$ cat src/rtl/ysyx_24080006_lsu_axi.sv
// Load/store unit: one request at a time becomes a single-beat AXI4 read or write.
// Define LSU_MISALIGN_TRAP_EN to trap accesses not naturally aligned to their size.
module ysyx_24080006_lsu_axi #(
    parameter int unsigned ADDR_WIDTH = 32,
    parameter int unsigned DATA_WIDTH = 32,
    parameter int unsigned AXI_ID     = 1
) (
    input  logic                    clock,
    input  logic                    reset,
    input  logic                    req_valid,
    output logic                    req_ready,
    input  logic                    req_we,
    input  logic [ADDR_WIDTH-1:0]   req_addr,
    input  logic [1:0]              req_size,
    input  logic                    req_unsigned,
    input  logic [DATA_WIDTH-1:0]   req_wdata,
    output logic                    rsp_valid,
    input  logic                    rsp_ready,
    output logic [DATA_WIDTH-1:0]   rsp_rdata,
    output logic [1:0]              rsp_err,
    output logic                    arvalid,
    input  logic                    arready,
    output logic [ADDR_WIDTH-1:0]   araddr,
    output logic [2:0]              arsize,
    output logic [3:0]              arid,
    output logic [7:0]              arlen,
    output logic [1:0]              arburst,
    input  logic                    rvalid,
    output logic                    rready,
    input  logic [DATA_WIDTH-1:0]   rdata,
    input  logic [1:0]              rresp,
    input  logic                    rlast,
    output logic                    awvalid,
    input  logic                    awready,
    output logic [ADDR_WIDTH-1:0]   awaddr,
    output logic [2:0]              awsize,
    output logic [3:0]              awid,
    output logic [7:0]              awlen,
    output logic [1:0]              awburst,
    output logic                    wvalid,
    input  logic                    wready,
    output logic [DATA_WIDTH-1:0]   wdata,
    output logic [DATA_WIDTH/8-1:0] wstrb,
    output logic                    wlast,
    input  logic                    bvalid,
    output logic                    bready,
    input  logic [1:0]              bresp
);
    localparam int unsigned STRB_W = DATA_WIDTH / 8;
    localparam int unsigned OFF_W  = $clog2(STRB_W);

    typedef enum logic [1:0] {S_IDLE, S_ADDR, S_RESP, S_DONE} state_t;

    state_t                  state, state_d;
    logic                    is_store, is_store_d;
    logic [OFF_W-1:0]        off_q, off_d;
    logic [1:0]              size_q, size_d;
    logic                    uns_q, uns_d;
    logic                    req_ready_d, rsp_valid_d, arvalid_d, rready_d;
    logic                    awvalid_d, wvalid_d, bready_d;
    logic [DATA_WIDTH-1:0]   rsp_rdata_d, wdata_d;
    logic [1:0]              rsp_err_d;
    logic [ADDR_WIDTH-1:0]   araddr_d, awaddr_d;
    logic [2:0]              arsize_d, awsize_d;
    logic [STRB_W-1:0]       wstrb_d;

    logic                    unused_rlast;
    assign unused_rlast = rlast;

    assign arid    = 4'(AXI_ID);
    assign awid    = 4'(AXI_ID);
    assign arlen   = 8'd0;
    assign awlen   = 8'd0;
    assign arburst = 2'b01;
    assign awburst = 2'b01;
    assign wlast   = 1'b1;

    // Request decode: error classification and store lane placement
    logic [1:0]            req_err_c;
    logic [OFF_W-1:0]      off_c;
    logic [2:0]            low_mask_c;
    logic [15:0]           byte_mask_c;
    logic [DATA_WIDTH-1:0] wdata_c;
    logic [STRB_W-1:0]     strb_c;

    always_comb begin
        off_c       = req_addr[OFF_W-1:0];
        low_mask_c  = 3'((4'd1 << req_size) - 4'd1);
        byte_mask_c = (16'd1 << (5'd1 << req_size)) - 16'd1;
        wdata_c     = req_wdata << {off_c, 3'b000};
        strb_c      = STRB_W'(byte_mask_c << off_c);
        req_err_c   = 2'b00;
        if (req_size == 2'd3 && DATA_WIDTH == 32) begin
            req_err_c = 2'b11;
        end
`ifdef LSU_MISALIGN_TRAP_EN
        else if (|(req_addr[2:0] & low_mask_c)) begin
            req_err_c = 2'b01;
        end
`endif
    end

    // Load extraction: shift lane down, then sign/zero-fill above the access width
    logic [DATA_WIDTH-1:0] shifted_c, keep_mask_c, top_bit_c, load_c;
    logic                  sign_c;

    always_comb begin
        shifted_c = rdata >> {off_q, 3'b000};
        case (size_q)
            2'd0:    keep_mask_c = DATA_WIDTH'(8'hFF);
            2'd1:    keep_mask_c = DATA_WIDTH'(16'hFFFF);
            2'd2:    keep_mask_c = DATA_WIDTH'(32'hFFFF_FFFF);
            default: keep_mask_c = '1;
        endcase
        top_bit_c = keep_mask_c & ~(keep_mask_c >> 1);
        sign_c    = (|(shifted_c & top_bit_c)) & ~uns_q;
        load_c    = (shifted_c & keep_mask_c) | (sign_c ? ~keep_mask_c : '0);
    end

    always_comb begin
        state_d     = state;
        is_store_d  = is_store;
        off_d       = off_q;
        size_d      = size_q;
        uns_d       = uns_q;
        req_ready_d = req_ready;
        rsp_valid_d = rsp_valid;
        rsp_rdata_d = rsp_rdata;
        rsp_err_d   = rsp_err;
        arvalid_d   = arvalid;
        araddr_d    = araddr;
        arsize_d    = arsize;
        rready_d    = rready;
        awvalid_d   = awvalid;
        awaddr_d    = awaddr;
        awsize_d    = awsize;
        wvalid_d    = wvalid;
        wdata_d     = wdata;
        wstrb_d     = wstrb;
        bready_d    = bready;
        case (state)
            S_IDLE: begin
                if (req_valid) begin
                    req_ready_d = 1'b0;
                    is_store_d  = req_we;
                    off_d       = off_c;
                    size_d      = req_size;
                    uns_d       = req_unsigned;
                    rsp_rdata_d = '0;
                    rsp_err_d   = req_err_c;
                    if (req_err_c != 2'b00) begin
                        rsp_valid_d = 1'b1;
                        state_d     = S_DONE;
                    end else if (req_we) begin
                        awvalid_d = 1'b1;
                        wvalid_d  = 1'b1;
                        awaddr_d  = req_addr;
                        awsize_d  = {1'b0, req_size};
                        wdata_d   = wdata_c;
                        wstrb_d   = strb_c;
                        state_d   = S_ADDR;
                    end else begin
                        arvalid_d = 1'b1;
                        araddr_d  = req_addr;
                        arsize_d  = {1'b0, req_size};
                        state_d   = S_ADDR;
                    end
                end
            end
            S_ADDR: begin
                if (is_store) begin
                    // AW and W retire independently; move on once neither is pending
                    if (awready) awvalid_d = 1'b0;
                    if (wready)  wvalid_d  = 1'b0;
                    if (!(awvalid && !awready) && !(wvalid && !wready)) begin
                        bready_d = 1'b1;
                        state_d  = S_RESP;
                    end
                end else if (arready) begin
                    arvalid_d = 1'b0;
                    rready_d  = 1'b1;
                    state_d   = S_RESP;
                end
            end
            S_RESP: begin
                if (!is_store && rvalid) begin
                    rready_d    = 1'b0;
                    rsp_valid_d = 1'b1;
                    rsp_err_d   = rresp[1] ? 2'b10 : 2'b00;
                    rsp_rdata_d = rresp[1] ? '0 : load_c;
                    state_d     = S_DONE;
                end else if (is_store && bvalid) begin
                    bready_d    = 1'b0;
                    rsp_valid_d = 1'b1;
                    rsp_err_d   = bresp[1] ? 2'b10 : 2'b00;
                    state_d     = S_DONE;
                end
            end
            S_DONE: begin
                if (rsp_ready) begin
                    rsp_valid_d = 1'b0;
                    req_ready_d = 1'b1;
                    state_d     = S_IDLE;
                end
            end
            default: state_d = S_IDLE;
        endcase
    end

    always_ff @(posedge clock or posedge reset) begin
        if (reset) begin
            state     <= S_IDLE;
            is_store  <= 1'b0;
            off_q     <= '0;
            size_q    <= '0;
            uns_q     <= 1'b0;
            req_ready <= 1'b1;
            rsp_valid <= 1'b0;
            rsp_rdata <= '0;
            rsp_err   <= '0;
            arvalid   <= 1'b0;
            araddr    <= '0;
            arsize    <= '0;
            rready    <= 1'b0;
            awvalid   <= 1'b0;
            awaddr    <= '0;
            awsize    <= '0;
            wvalid    <= 1'b0;
            wdata     <= '0;
            wstrb     <= '0;
            bready    <= 1'b0;
        end else begin
            state     <= state_d;
            is_store  <= is_store_d;
            off_q     <= off_d;
            size_q    <= size_d;
            uns_q     <= uns_d;
            req_ready <= req_ready_d;
            rsp_valid <= rsp_valid_d;
            rsp_rdata <= rsp_rdata_d;
            rsp_err   <= rsp_err_d;
            arvalid   <= arvalid_d;
            araddr    <= araddr_d;
            arsize    <= arsize_d;
            rready    <= rready_d;
            awvalid   <= awvalid_d;
            awaddr    <= awaddr_d;
            awsize    <= awsize_d;
            wvalid    <= wvalid_d;
            wdata     <= wdata_d;
            wstrb     <= wstrb_d;
            bready    <= bready_d;
        end
    end

endmodule

$ cat config.mk
export PLATFORM = sky130hd
export DESIGN_NAME = ysyx_24080006_lsu_axi
export DESIGN_NICKNAME = d
export VERILOG_FILES = /design/src/rtl/ysyx_24080006_lsu_axi.sv
export SDC_FILE = /design/constraint.sdc
export NUM_CORES = 1
export LEC_CHECK = 0
export ABC_AREA = 1
export BUFFER_PORTS_ARGS = -buffer_cell sky130_fd_sc_hd__buf_2
export CAP_MARGIN = 20
export CORE_MARGIN = 8
export CORE_UTILIZATION = 39
export CTS_CLUSTER_DIAMETER = 120
export DETAILED_ROUTE_END_ITERATION = 12
export PLACE_DENSITY_LB_ADDON = 0.3
export SETUP_SLACK_MARGIN = 0.1
export SLEW_MARGIN = 25
export SYNTH_ARGS = -nofsm -noshare
export SYNTH_HDL_FRONTEND = slang
export SYNTH_SLANG_ARGS = --single-unit
$ cat constraint.sdc
create_clock -name clock -period 7.6 [get_ports clock]
set_clock_uncertainty 0.1 [all_clocks]
set_input_delay 1.52 -clock clock [delete_from_list [all_inputs] [get_ports clock]]
set_output_delay 1.52 -clock clock [all_outputs]
set_load 0.03 [all_outputs]
==> impl_metrics.csv <==
group,metric,value,unit
synthesis,async_flop_share,100,%
detailed_routing,via_to_cell_ratio,4.81,
worst_setup_path,critical_path.cell_chain,"buf_2, nand2_1, nor2_1, inv_2, nor2_4, clkinv_2, buf_4, nor2_8, nand3_1, nand2_1",
cells_and_area,finish.net_count,1264,
placed_design,total_half_perimeter_wirelength_after_legalization_and_detailed_placement,16200,um
worst_hold_path,worst_hold_path_type,"reg -> reg",
detailed_routing,detailed_router_iteration_count_before_antenna_repair,5,
synthesis,mappedNetlistArea,0.00743,mm2
floorplan,ioPinCount,290,
synthesis,synth_cells,922,
floorplan,core_area,0.0187,mm2
timing,maxSlewViolCount,0,
clock_network,clock_path_buffers,2,
clock_network,cts.repair.resized,0,
global_route,grt-ovfl-total,0,
clock_network,cts_hold_repair.buffers,0,
synthesis,dominantRegCellSynth,"sky130_fd_sc_hd__dfrtp_1",
placed_design,pre_cts_slack,2.83,ns
detailed_routing,route.final.wire_length,22200,um
floorplan,fp.dieArea,0.0237,mm2
detailed_routing,drt-initial-drc-count,360,
detailed_routing,routed-via-count,6694,
timing,min_period,4.27,ns
detailed_routing,ant_nets,0,
timing,worst_hold_slack,0.377,ns
placed_design,dp_cells,1360,
power,cellPowerDensity,444,mW/mm2
synthesis,share_of_synthesized_area_occupied_by_flip_flops_and_latches,51.5,%
worst_setup_path,crit_required,7.87,ns
timing,totalNegativeSetupSlack,0,ns
timing,share_of_the_cycle_needed_by_the_critical_path_after_routing,56.2,%
power,p_leak,5.25,nW
synthesis,yosysWarningCount,0,
clock_network,cts_tree,"yes",
worst_setup_path,critical-path-top-cell-by-count,"sky130_fd_sc_hd__nand2_1",
worst_setup_path,worst-setup-path-type,"in -> reg",
global_route,vias_in_the_first_global_route,6591,
cells_and_area,syn2layout_area_growth,24.4,%
cells_and_area,non_filler_instance_count_after_layout,1392,
worst_setup_path,crit_path_start_kind,"input pin",
worst_setup_path,crit_path_max_incr_delay,0.77,ns
synthesis,number_of_flip_flops_and_latches_in_the_synthesized_netlist,153,
clock_network,clkSlewWorstSetupHoldPaths,0.08,ns
timing,final.setup.worst_slack,3.33,ns
floorplan,initial_utilization,39.7,%
placed_design,placement.io_buffers,255,
worst_setup_path,kind_of_end_point_of_the_critical_path,"flip-flop",
cells_and_area,layout-drive-gt1-share,27.2,%
floorplan,floorplan_die_height,154,um
cells_and_area,antenna_cells,0,
timing,max_freq,0.234,GHz
synthesis,synth-edff-count,0,
clock_network,root_buffer,"sky130_fd_sc_hd__clkbuf_16",
placed_design,gp_congestion,0.868,
worst_setup_path,worstPathMaxFanout,57,
worst_setup_path,critical_path_arrival,4.54,ns
clock_network,cts_sinks,153,
clock_network,ctsHtreeMaxLevel,4,
worst_setup_path,crit_path_top_delay_cell,"sky130_fd_sc_hd__clkinv_2",
outcome,status,"complete, no violations",
synthesis,yosys.cell_types.count,30,
detailed_routing,drt_drc_violations_left,0,
run,drv.max_cap_violation_count,0,
power,max-vdd-ir-drop,0.227,mV
global_route,grt_pass1_wl,35500,um
synthesis,syn-mean-instance-area,8.06,um2
timing,final_hold_viol_count,0,
global_route,grtUsageTotal,18.6,%
worst_setup_path,cpLargestDelayFamily,"buffers and inverters",
detailed_routing,route.detailed.wl_per_inst,15.9,um
worst_setup_path,critPathBufInv,4,
global_route,grt_antenna_before_repair,2,
clock_network,worstSkewPairLatency,0.43,ns
clock_network,numCtsBuffers,17,
global_route,pin_count_of_the_biggest_net_entering_global_routing,94,
global_route,globalRouteMet3Util,8.18,%
global_route,globalRoute.busiestLayer,"met2",
floorplan,floorplan.rows,50,
global_route,use_met2,28.4,%
global_route,globalRouteMet1Util,23.4,%
clock_network,postCtsSetupRepairBufs,0,
floorplan,die_w,154,um
timing,rsz0062_at_grt,"no",
timing,worst_slew_margin_rel,43.4,%
timing,worst-slew-pin-transition,0.849,ns
timing,setup_viol,0,
power by group:
| part | leakage [nW] | total, mW | internal (mW) | switching [mW] |
|---|---|---|---|---|
| registers | 1.95 | 1.36 | 1.14 | 0.220 |
| clock network | 0.306 | 0.886 | 0.458 | 0.428 |
| logic | 3.00 | 1.86 | 0.507 | 1.36 |
per-layer routing:
layer | part of all wire, % | routed length (um) | vias up
li1 | - | - | 3348
met1 | 42 | 9370 | 3069
met2 | 45 | 10100 | 252
met3 | 11 | 2460 | 21
met4 | 1.3 | 296 | 4
met5 | 0.081 | 18 | -
sequential cells by signal, indices dropped and copies added, names as in the netlist:
| signal | count |
|---|---|
| araddr | 32 |
| awaddr | 32 |
| rsp_rdata | 32 |
| wdata | 32 |
| wstrb | 4 |
| arsize | 2 |
| awsize | 2 |
| off_q | 2 |
| rsp_err | 2 |
| size_q | 2 |
| state | 2 |
| arvalid | 1 |
| awvalid | 1 |
| bready | 1 |
| is_store | 1 |
| req_ready | 1 |
| rready | 1 |
| rsp_valid | 1 |
| uns_q | 1 |
| wvalid | 1 |
final cells by class:
| type | instances | area, um2 |
|---|---|---|
| well taps | 234 | 293 |
| flip-flops and latches | 153 | 3830 |
| clock buffers | 17 | 425 |
| repair buffers | 258 | 1300 |
| inverters | 73 | 280 |
| clock inverters | 15 | 209 |
| fillers | 1867 | 9450 |
| multi-input cells | 642 | 2920 |
worst paths after layout:
path / start / to / slack [ns] / cells past startpoint
min in group asynchronous: reset / wdata[10] / 1.13 / 2
min: wdata[13] / wdata[13] / 0.38 / 2
max in group asynchronous: reset / awsize[1] / 4.96 / 3
max: req_valid / wdata[7] / 3.33 / 10
min reg2reg: wdata[13] / wdata[13] / 0.38 / 2
max reg2reg: state[0] / wdata[7] / 3.63 / 11
cell usage in the layout (no fill, tap or decap):
cell type / Yosys / final
sky130_fd_sc_hd__inv_1: 66 / 65
sky130_fd_sc_hd__buf_2: 19 / 255
sky130_fd_sc_hd__a31oi_1: 8 / 8
sky130_fd_sc_hd__o2111ai_1: 1 / 1
sky130_fd_sc_hd__nor2_4: 1 / 1
sky130_fd_sc_hd__clkinv_8: 0 / 6
sky130_fd_sc_hd__nor2_8: 1 / 1
sky130_fd_sc_hd__o21ai_0: 80 / 80
sky130_fd_sc_hd__inv_6: 0 / 3
sky130_fd_sc_hd__o22ai_1: 1 / 1
sky130_fd_sc_hd__o211ai_1: 18 / 18
sky130_fd_sc_hd__clkinv_2: 0 / 1
sky130_fd_sc_hd__a22oi_1: 2 / 2
sky130_fd_sc_hd__nand2_2: 1 / 2
sky130_fd_sc_hd__clkinv_1: 1 / 1
sky130_fd_sc_hd__inv_8: 0 / 4
sky130_fd_sc_hd__nand2_1: 313 / 312
sky130_fd_sc_hd__nor2_1: 42 / 42
sky130_fd_sc_hd__conb_1: 2 / 31
sky130_fd_sc_hd__dfstp_2: 1 / 1
sky130_fd_sc_hd__nand3_2: 1 / 1
sky130_fd_sc_hd__buf_4: 35 / 3
sky130_fd_sc_hd__nand4_1: 2 / 2
sky130_fd_sc_hd__inv_12: 0 / 3
sky130_fd_sc_hd__dfrtp_1: 152 / 152
sky130_fd_sc_hd__o21bai_1: 1 / 1
sky130_fd_sc_hd__clkbuf_16: 0 / 17
sky130_fd_sc_hd__nand3b_2: 1 / 1
sky130_fd_sc_hd__nand3_1: 51 / 51
sky130_fd_sc_hd__inv_2: 6 / 5
sky130_fd_sc_hd__o21ai_1: 26 / 26
sky130_fd_sc_hd__ha_1: 5 / 5
sky130_fd_sc_hd__a21oi_1: 45 / 45
sky130_fd_sc_hd__o21ai_2: 11 / 11
cells in the mapped netlist (2+ instances only):
master                     number  area [um2]
sky130_fd_sc_hd__inv_1         66         248
sky130_fd_sc_hd__buf_4         35         263
sky130_fd_sc_hd__conb_1         2        7.51
sky130_fd_sc_hd__o21ai_1       26         130
sky130_fd_sc_hd__o21ai_2       11        96.3
sky130_fd_sc_hd__a22oi_1        2        15.0
sky130_fd_sc_hd__clkbuf_1      21        78.8
sky130_fd_sc_hd__nor2_1        42         158
sky130_fd_sc_hd__nand2_1      313        1170
sky130_fd_sc_hd__inv_2          6        22.5
sky130_fd_sc_hd__a31oi_1        8        50.1
sky130_fd_sc_hd__o211ai_1      18         135
sky130_fd_sc_hd__buf_6          8        90.1
sky130_fd_sc_hd__nand4_1        2        12.5
sky130_fd_sc_hd__ha_1           5        62.6
sky130_fd_sc_hd__buf_2         19        95.1
sky130_fd_sc_hd__nand3_1       51         255
sky130_fd_sc_hd__dfrtp_1      152        3800
sky130_fd_sc_hd__o21ai_0       80         400
sky130_fd_sc_hd__a21oi_1       45         225
worst min-delay path, stage by stage (launching register included):
cell	delay, ns
sky130_fd_sc_hd__dfrtp_1	0.34
sky130_fd_sc_hd__nand2_1	0.05
sky130_fd_sc_hd__nand2_1	0.05
cell families (layout without fill, tap and decap cells):
family | count (synthesis) | in the layout | synth area share, %
buf+inv | 156 | 363 | 10.8
simple gates | 413 | 413 | 22.3
fa+ha+maj | 5 | 5 | 0.841
flops | 153 | 153 | 51.5
other cells | 2 | 31 | 0.101
compound gates | 193 | 193 | 14.5
per-stage QoR:
stage	utilization (%)	cell area, um2	power (mW)
after detailed placement	46.1	8620	3.26
after global routing	49.5	9250	4.40
after floorplan	-	7540	2.71
final	49.5	9250	4.11
after CTS	49.5	9250	4.16
after global placement	46.1	8610	3.23
(Power assumes the default switching activity.)
